`src/rtl/cola_pkg.sv`:
```
// Shared definitions for the cola vending datapath: state encoding, coin
// values and coin_type encodings, plus the default change-amount width.
package cola_pkg;

  // Change amounts are counted in half-yuan units; width shared with the controller.
  localparam int DEF_AMT_W = 5;

  // Payout FSM states.
  typedef enum logic [2:0] {
    ST_IDLE  = 3'd0,
    ST_REQ   = 3'd1,
    ST_GAP   = 3'd2,
    ST_DONE  = 3'd3,
    ST_FAULT = 3'd4
  } state_t;

  // Coin values in half-yuan units.
  localparam logic [1:0] COIN_HALF = 2'd1;
  localparam logic [1:0] COIN_ONE  = 2'd2;

  // coin_type wire encodings.
  localparam logic COIN_TYPE_HALF = 1'b0;
  localparam logic COIN_TYPE_ONE  = 1'b1;

  // Value (half-yuan units) of the coin selected by a coin_type encoding.
  function automatic logic [1:0] coin_value(input logic coin_type);
    if (coin_type == COIN_TYPE_ONE) begin
      return COIN_ONE;
    end else begin
      return COIN_HALF;
    end
  endfunction

endpackage

```
`src/rtl/cola_ack_timer.sv`:
```
// Hopper acknowledge watchdog: clearable, enabled up-counter that stops at
// its terminal count ACK_TIMEOUT-1 and flags it.
module cola_ack_timer #(
  parameter int ACK_TIMEOUT = 64,
  parameter int TMR_W       = 7
) (
  input  logic clk,
  input  logic rst,
  input  logic clr,
  input  logic en,
  output logic expired
);

  localparam logic [TMR_W-1:0] LAST_CNT = TMR_W'(ACK_TIMEOUT - 1);

  logic [TMR_W-1:0] count_r;

  assign expired = (count_r == LAST_CNT);

  // Count wait cycles; clear wins over enable, and the count parks at terminal.
  always_ff @(posedge clk or posedge rst) begin
    if (rst) begin
      count_r <= {TMR_W{1'b0}};
    end else if (clr) begin
      count_r <= {TMR_W{1'b0}};
    end else if (en && !expired) begin
      count_r <= count_r + TMR_W'(1);
    end else begin
      count_r <= count_r;
    end
  end

endmodule

```
`src/rtl/cola_change_dispenser.sv`:
```
// Change dispenser: accepts a change amount in half-yuan units and pays it
// out greedily (1-yuan coins first, then at most one 0.5-yuan coin) through
// a one-coin-per-request hopper handshake, with an ack watchdog that parks
// the block in a sticky fault state.
module cola_change_dispenser
  import cola_pkg::*;
#(
  parameter int AMT_W       = DEF_AMT_W,
  parameter int ACK_TIMEOUT = 64,
  parameter int TMR_W       = 7
) (
  input  logic             clk,
  input  logic             rst,
  input  logic             chg_valid,
  input  logic [AMT_W-1:0] chg_amt,
  output logic             chg_ready,
  output logic             coin_req,
  output logic             coin_type,
  input  logic             coin_ack,
  output logic             done,
  output logic             fault,
  input  logic             fault_clr,
  output logic             busy,
  output logic [AMT_W-1:0] remaining
);

  state_t           state_r;
  state_t           state_nxt_s;
  logic [AMT_W-1:0] remaining_r;
  logic [AMT_W-1:0] remaining_nxt_s;
  logic [AMT_W-1:0] paid_rem_s;
  logic             coin_sel_s;
  logic             tmr_clr_s;
  logic             tmr_en_s;
  logic             tmr_expired_s;

  // A 1-yuan coin is only chosen when at least two half-units remain, so the
  // subtraction below can never underflow.
  assign coin_sel_s = (remaining_r >= AMT_W'(2)) ? COIN_TYPE_ONE : COIN_TYPE_HALF;
  assign paid_rem_s = remaining_r - AMT_W'(coin_value(coin_sel_s));

  // Watchdog runs only while a request is outstanding; an ack restarts it.
  assign tmr_en_s  = (state_r == ST_REQ);
  assign tmr_clr_s = (state_r != ST_REQ) || coin_ack;

  cola_ack_timer #(
    .ACK_TIMEOUT (ACK_TIMEOUT),
    .TMR_W       (TMR_W)
  ) u_ack_timer (
    .clk     (clk),
    .rst     (rst),
    .clr     (tmr_clr_s),
    .en      (tmr_en_s),
    .expired (tmr_expired_s)
  );

  // State and remaining-amount registers.
  always_ff @(posedge clk or posedge rst) begin
    if (rst) begin
      state_r     <= ST_IDLE;
      remaining_r <= {AMT_W{1'b0}};
    end else begin
      state_r     <= state_nxt_s;
      remaining_r <= remaining_nxt_s;
    end
  end

  // Next-state and next-remaining decode; ack takes priority over expiry.
  always_comb begin
    state_nxt_s     = state_r;
    remaining_nxt_s = remaining_r;
    case (state_r)
      ST_IDLE: begin
        if (chg_valid) begin
          remaining_nxt_s = chg_amt;
          if (chg_amt == {AMT_W{1'b0}}) begin
            state_nxt_s = ST_DONE;
          end else begin
            state_nxt_s = ST_REQ;
          end
        end else begin
          state_nxt_s = ST_IDLE;
        end
      end
      ST_REQ: begin
        if (coin_ack) begin
          remaining_nxt_s = paid_rem_s;
          if (paid_rem_s == {AMT_W{1'b0}}) begin
            state_nxt_s = ST_DONE;
          end else begin
            state_nxt_s = ST_GAP;
          end
        end else if (tmr_expired_s) begin
          state_nxt_s = ST_FAULT;
        end else begin
          state_nxt_s = ST_REQ;
        end
      end
      ST_GAP: begin
        state_nxt_s = ST_REQ;
      end
      ST_DONE: begin
        state_nxt_s     = ST_IDLE;
        remaining_nxt_s = {AMT_W{1'b0}};
      end
      ST_FAULT: begin
        if (fault_clr) begin
          state_nxt_s     = ST_IDLE;
          remaining_nxt_s = {AMT_W{1'b0}};
        end else begin
          state_nxt_s = ST_FAULT;
        end
      end
      default: begin
        state_nxt_s     = ST_IDLE;
        remaining_nxt_s = {AMT_W{1'b0}};
      end
    endcase
  end

  // Outputs decode registered state only.
  assign chg_ready = (state_r == ST_IDLE);
  assign coin_req  = (state_r == ST_REQ);
  assign coin_type = (state_r == ST_REQ) ? coin_sel_s : COIN_TYPE_HALF;
  assign done      = (state_r == ST_DONE);
  assign fault     = (state_r == ST_FAULT);
  assign busy      = (state_r == ST_REQ) || (state_r == ST_GAP) || (state_r == ST_DONE);
  assign remaining = remaining_r;

endmodule
```
`config.mk`:
```
export PLATFORM = sky130hd
export DESIGN_NAME = cola_change_dispenser
export DESIGN_NICKNAME = d
export VERILOG_FILES = /design/src/rtl/cola_pkg.sv /design/src/rtl/cola_ack_timer.sv /design/src/rtl/cola_change_dispenser.sv
export SDC_FILE = /design/constraint.sdc
export NUM_CORES = 1
export LEC_CHECK = 0
export CORE_MARGIN = 4
export CORE_UTILIZATION = 50
export CTS_CLUSTER_SIZE = 30
export DETAILED_ROUTE_END_ITERATION = 8
export GPL_TIMING_DRIVEN = 0
export PLACE_DENSITY = 0.76
export SLEW_MARGIN = 20
export SYNTH_ARGS = -nofsm -noshare
export SYNTH_HDL_FRONTEND = slang
export SYNTH_SLANG_ARGS = --single-unit
```
`constraint.sdc`:
```
create_clock -name clk -period 5.75 [get_ports clk]
set_input_delay 1.15 -clock clk [delete_from_list [all_inputs] [get_ports clk]]
set_output_delay 1.15 -clock clk [all_outputs]
set_load 0.01 [all_outputs]
```
==> key figures <==
Power
  • Switch Pwr: about 260 uW
  • Clock share of power: 0.107
  • Combinational share of power: 0.625
  • Total power: slightly above 600 uW
  • Switching power share of the total: 0.437
  • Internal power: roughly 340 uW
  • Pwr dens: ~480 nW/um^2
  • Sequential Power Share: 0.268
  • Leak: between 0.0005 and 0.0006 uW
  • VDD IR max: ~0.00028 V

Floorplanning
  • Die area: between 2000 and 3000 um^2
  • Rows: 15
  • DIE HEIGHT: between 50 and 60 um
  • Die width: roughly 52 um
  • IO Pins: 21
  • Core area: roughly 1800 um^2
  • Initial Util: 0.549

Finish
  • Finished Core Util: 0.698
  • Diode count: 0
  • Nets: approximately 150
  • Layout cell share with drive strength beyond 1: 0.0902
  • Layout area overhead: 27.1%
  • Final instance area: between 1000 and 1500 um^2

Clocking
  • Post-CTS setup buffer count: 0
  • Clock transition at path regs: around 0.1 ns
  • CTS Hold Bufs: 0
  • Post_cts resized: 0
  • Clk root buf: clkbuf_4
  • TritonCTS clock tree: yes
  • TritonCTS buffer count: 3
  • Clock insertion delay at the later pin of the skew report: 0.29 ns
  • Clk sinks: 15
  • H-tree depth: 1
  • Clk buf depth: 2

Drt
  • Average vias per placed instance: slightly below 6
  • Via Count: a little over 900
  • DRC violation count after routing: 0
  • Detailed Route Iter0 Violations: 45
  • WL/cell: roughly 15 um
  • Detailed Route WL: about 2300 um
  • Antenna-violating nets left: 0
  • Drt first pass iters: 4

Synth
  • Top cell type's share of synthesized area: 0.379
  • Post-synth top cells: dfrtp_1 (15), nor2_1 (14), inv_1 (8)
  • Post-Syn Area: 990 um^2
  • Asr flop ratio synth: 1.00
  • Syn_area_per_cell: 9.08 um^2
  • Main flop type after synthesis: dfrtp_1
  • Synth Register Bits: 15
  • Synth unique cells: 39
  • Mapped Cells: approximately 110
  • Ys Warns: 0
  • Leading cell types by total area after synthesis: dfrtp_1 (38%), nor2_1 (5.3%), o31ai_1 (4.6%)
  • Register area share after synthesis: 0.379
  • Most common cell in the netlist: dfrtp_1
  • Post-synth EDFFs: 0
  • Biggest area consumer among synthesized cells: dfrtp_1
  • Mapped Nets: 123

Critical path
  • Crit end category: output pin
  • FF-to-FF setup slack: roughly 3.0 ns
  • Arrival time worst endpoint: 2.13 ns
  • Worst r2r dst: state_r[0]$_DFF_PP0_
  • Critical path class: reg -> out
  • Max Fanout on Critical Path: 8
  • Crit path required time: 4.60 ns
  • Critical Path Sink: coin_type
  • Reg-to-reg critical path startpoint: remaining[2]$_DFFE_PP0P_
  • Reg2reg path depth: 8
  • CP startpoint kind: register
  • Crit path from: remaining[2]$_DFFE_PP0P_

Global route
  • Number of global-route vias before repair: between 800 and 900
  • Initial antenna violation count: 0
  • GR Overflow Total: 0
  • Global-route wire length before repair: a little over 4000 um
  • Largest net degree at the start of global routing: 16
  • Global Route Usage Sum: 0.198

Run
  • Max_cap viols: 0

STA
  • Highest clock rate: 305 MHz
  • Period utilization: 0.570
  • Slew headroom: 0.511
  • Post-Route Setup TNS: 0 ns
  • Slew @ Worst Pin: 0.726 ns
  • Worst Clk Skew: around 0.0064 ns
  • Slew Viols, Final: 0
  • Final worst path period need: roughly 3.3 ns
  • WHS: 0.548 ns
  • Final setup vio count: 0
  • RSZ-0062 raised after global routing: no
  • Final Hold Fails: 0

Placed design
  • Routability cong.: a little under 0.9
  • PortBufs: 20
  • Placed cell area: 1220 um^2
  • Detailed Place HPWL: about 1800 um

Hold path
  • Hold Path Class: reg -> reg

Outcome
  • Run status: finished clean
flip-flops by register name (all words and copies together), names as in the netlist:
register,flops
u_ack_timer.count_r,7
remaining,5
state_r,3
worst max-delay path, stage by stage, from the launching register on:
cell and delay, ns:
dfrtp_1 0.39, clkbuf_1 0.21, nor4_1 0.65, nor2_1 0.08, clkdlybuf4s50_1 0.51
layout make-up:
cell class	instances	area (um^2)
Fill cell	146	544
Multi-Input combinational cell	79	556
Clock buffer	3	22.5
Timing Repair Buffer	20	200
Buffer	7	35.0
Tap cell	25	31.3
Clock inverter	1	7.51
Inverter	8	30.0
Sequential cell	15	375
kinds of logic (layout without fill, tap and decap cells):
group | count (synthesis) | after routing | share of synthesized area
compound gates | 25 | 25 | 0.187
xor+xnor | 4 | 4 | 0.0354
simple gates | 42 | 42 | 0.234
fa+ha+maj | 4 | 4 | 0.0582
flops | 15 | 15 | 0.379
mux | 4 | 4 | 0.0405
buf+inv | 15 | 39 | 0.0657
layer usage:
metal	wire length (um)	vias up	GRT usage
li1	-	442	-
met1	1090	443	0.292
met2	1080	43	0.304
met3	149	0	0.0285
met4	0	0	0.0426
met5	0	-	0
stage by stage:
step / std cells / setup slack (ns)
finish: 158 / 2.47
global route: 158 / 2.30
CTS: 158 / 2.45
detailed placement: 154 / 2.78
global placement: 154 / 2.79
floorplan: 109 / 3.29
how the worst min path moves through the flow:
stage	from	depth (start not counted)	end
finish	u_ack_timer.count_r[2]$_DFFE_PP0P_	1	u_ack_timer.count_r[2]$_DFFE_PP0P_
global placement	u_ack_timer.count_r[4]$_DFFE_PP0P_	1	u_ack_timer.count_r[4]$_DFFE_PP0P_
CTS	u_ack_timer.count_r[2]$_DFFE_PP0P_	1	u_ack_timer.count_r[2]$_DFFE_PP0P_
global route	u_ack_timer.count_r[4]$_DFFE_PP0P_	1	u_ack_timer.count_r[4]$_DFFE_PP0P_
detailed placement	u_ack_timer.count_r[6]$_DFFE_PP0P_	1	u_ack_timer.count_r[6]$_DFFE_PP0P_
floorplan	u_ack_timer.count_r[4]$_DFFE_PP0P_	1	u_ack_timer.count_r[4]$_DFFE_PP0P_
power groups by stage:
stage	clock, uW	combinational [uW]	sequential (uW)
floorplan	0	242	165
global placement	0	367	163
detailed placement	0	374	164
CTS	66.3	378	162
global route	72.2	421	167
finish	64.5	379	162
cell usage in the layout, fill, tap and decap left out, drive strengths merged, types with 2 or more instances in the layout:
| cell type | instances |
|---|---|
| clkbuf | 7 |
| or4b | 2 |
| a21oi | 2 |
| or2 | 2 |
| dfrtp | 15 |
| and3 | 2 |
| ha | 3 |
| a31oi | 4 |
| xnor2 | 3 |
| nor4 | 3 |
| mux2i | 4 |
| nor2b | 2 |
| o21ai | 5 |
| nand3 | 3 |
| buf | 3 |
| nand2 | 4 |
| and2 | 2 |
| nor2 | 14 |
| nor4b | 2 |
| o31ai | 7 |
| clkdlybuf4s50 | 20 |
| nor3 | 2 |
| inv | 8 |
Power figures use the tool's default switching activity.
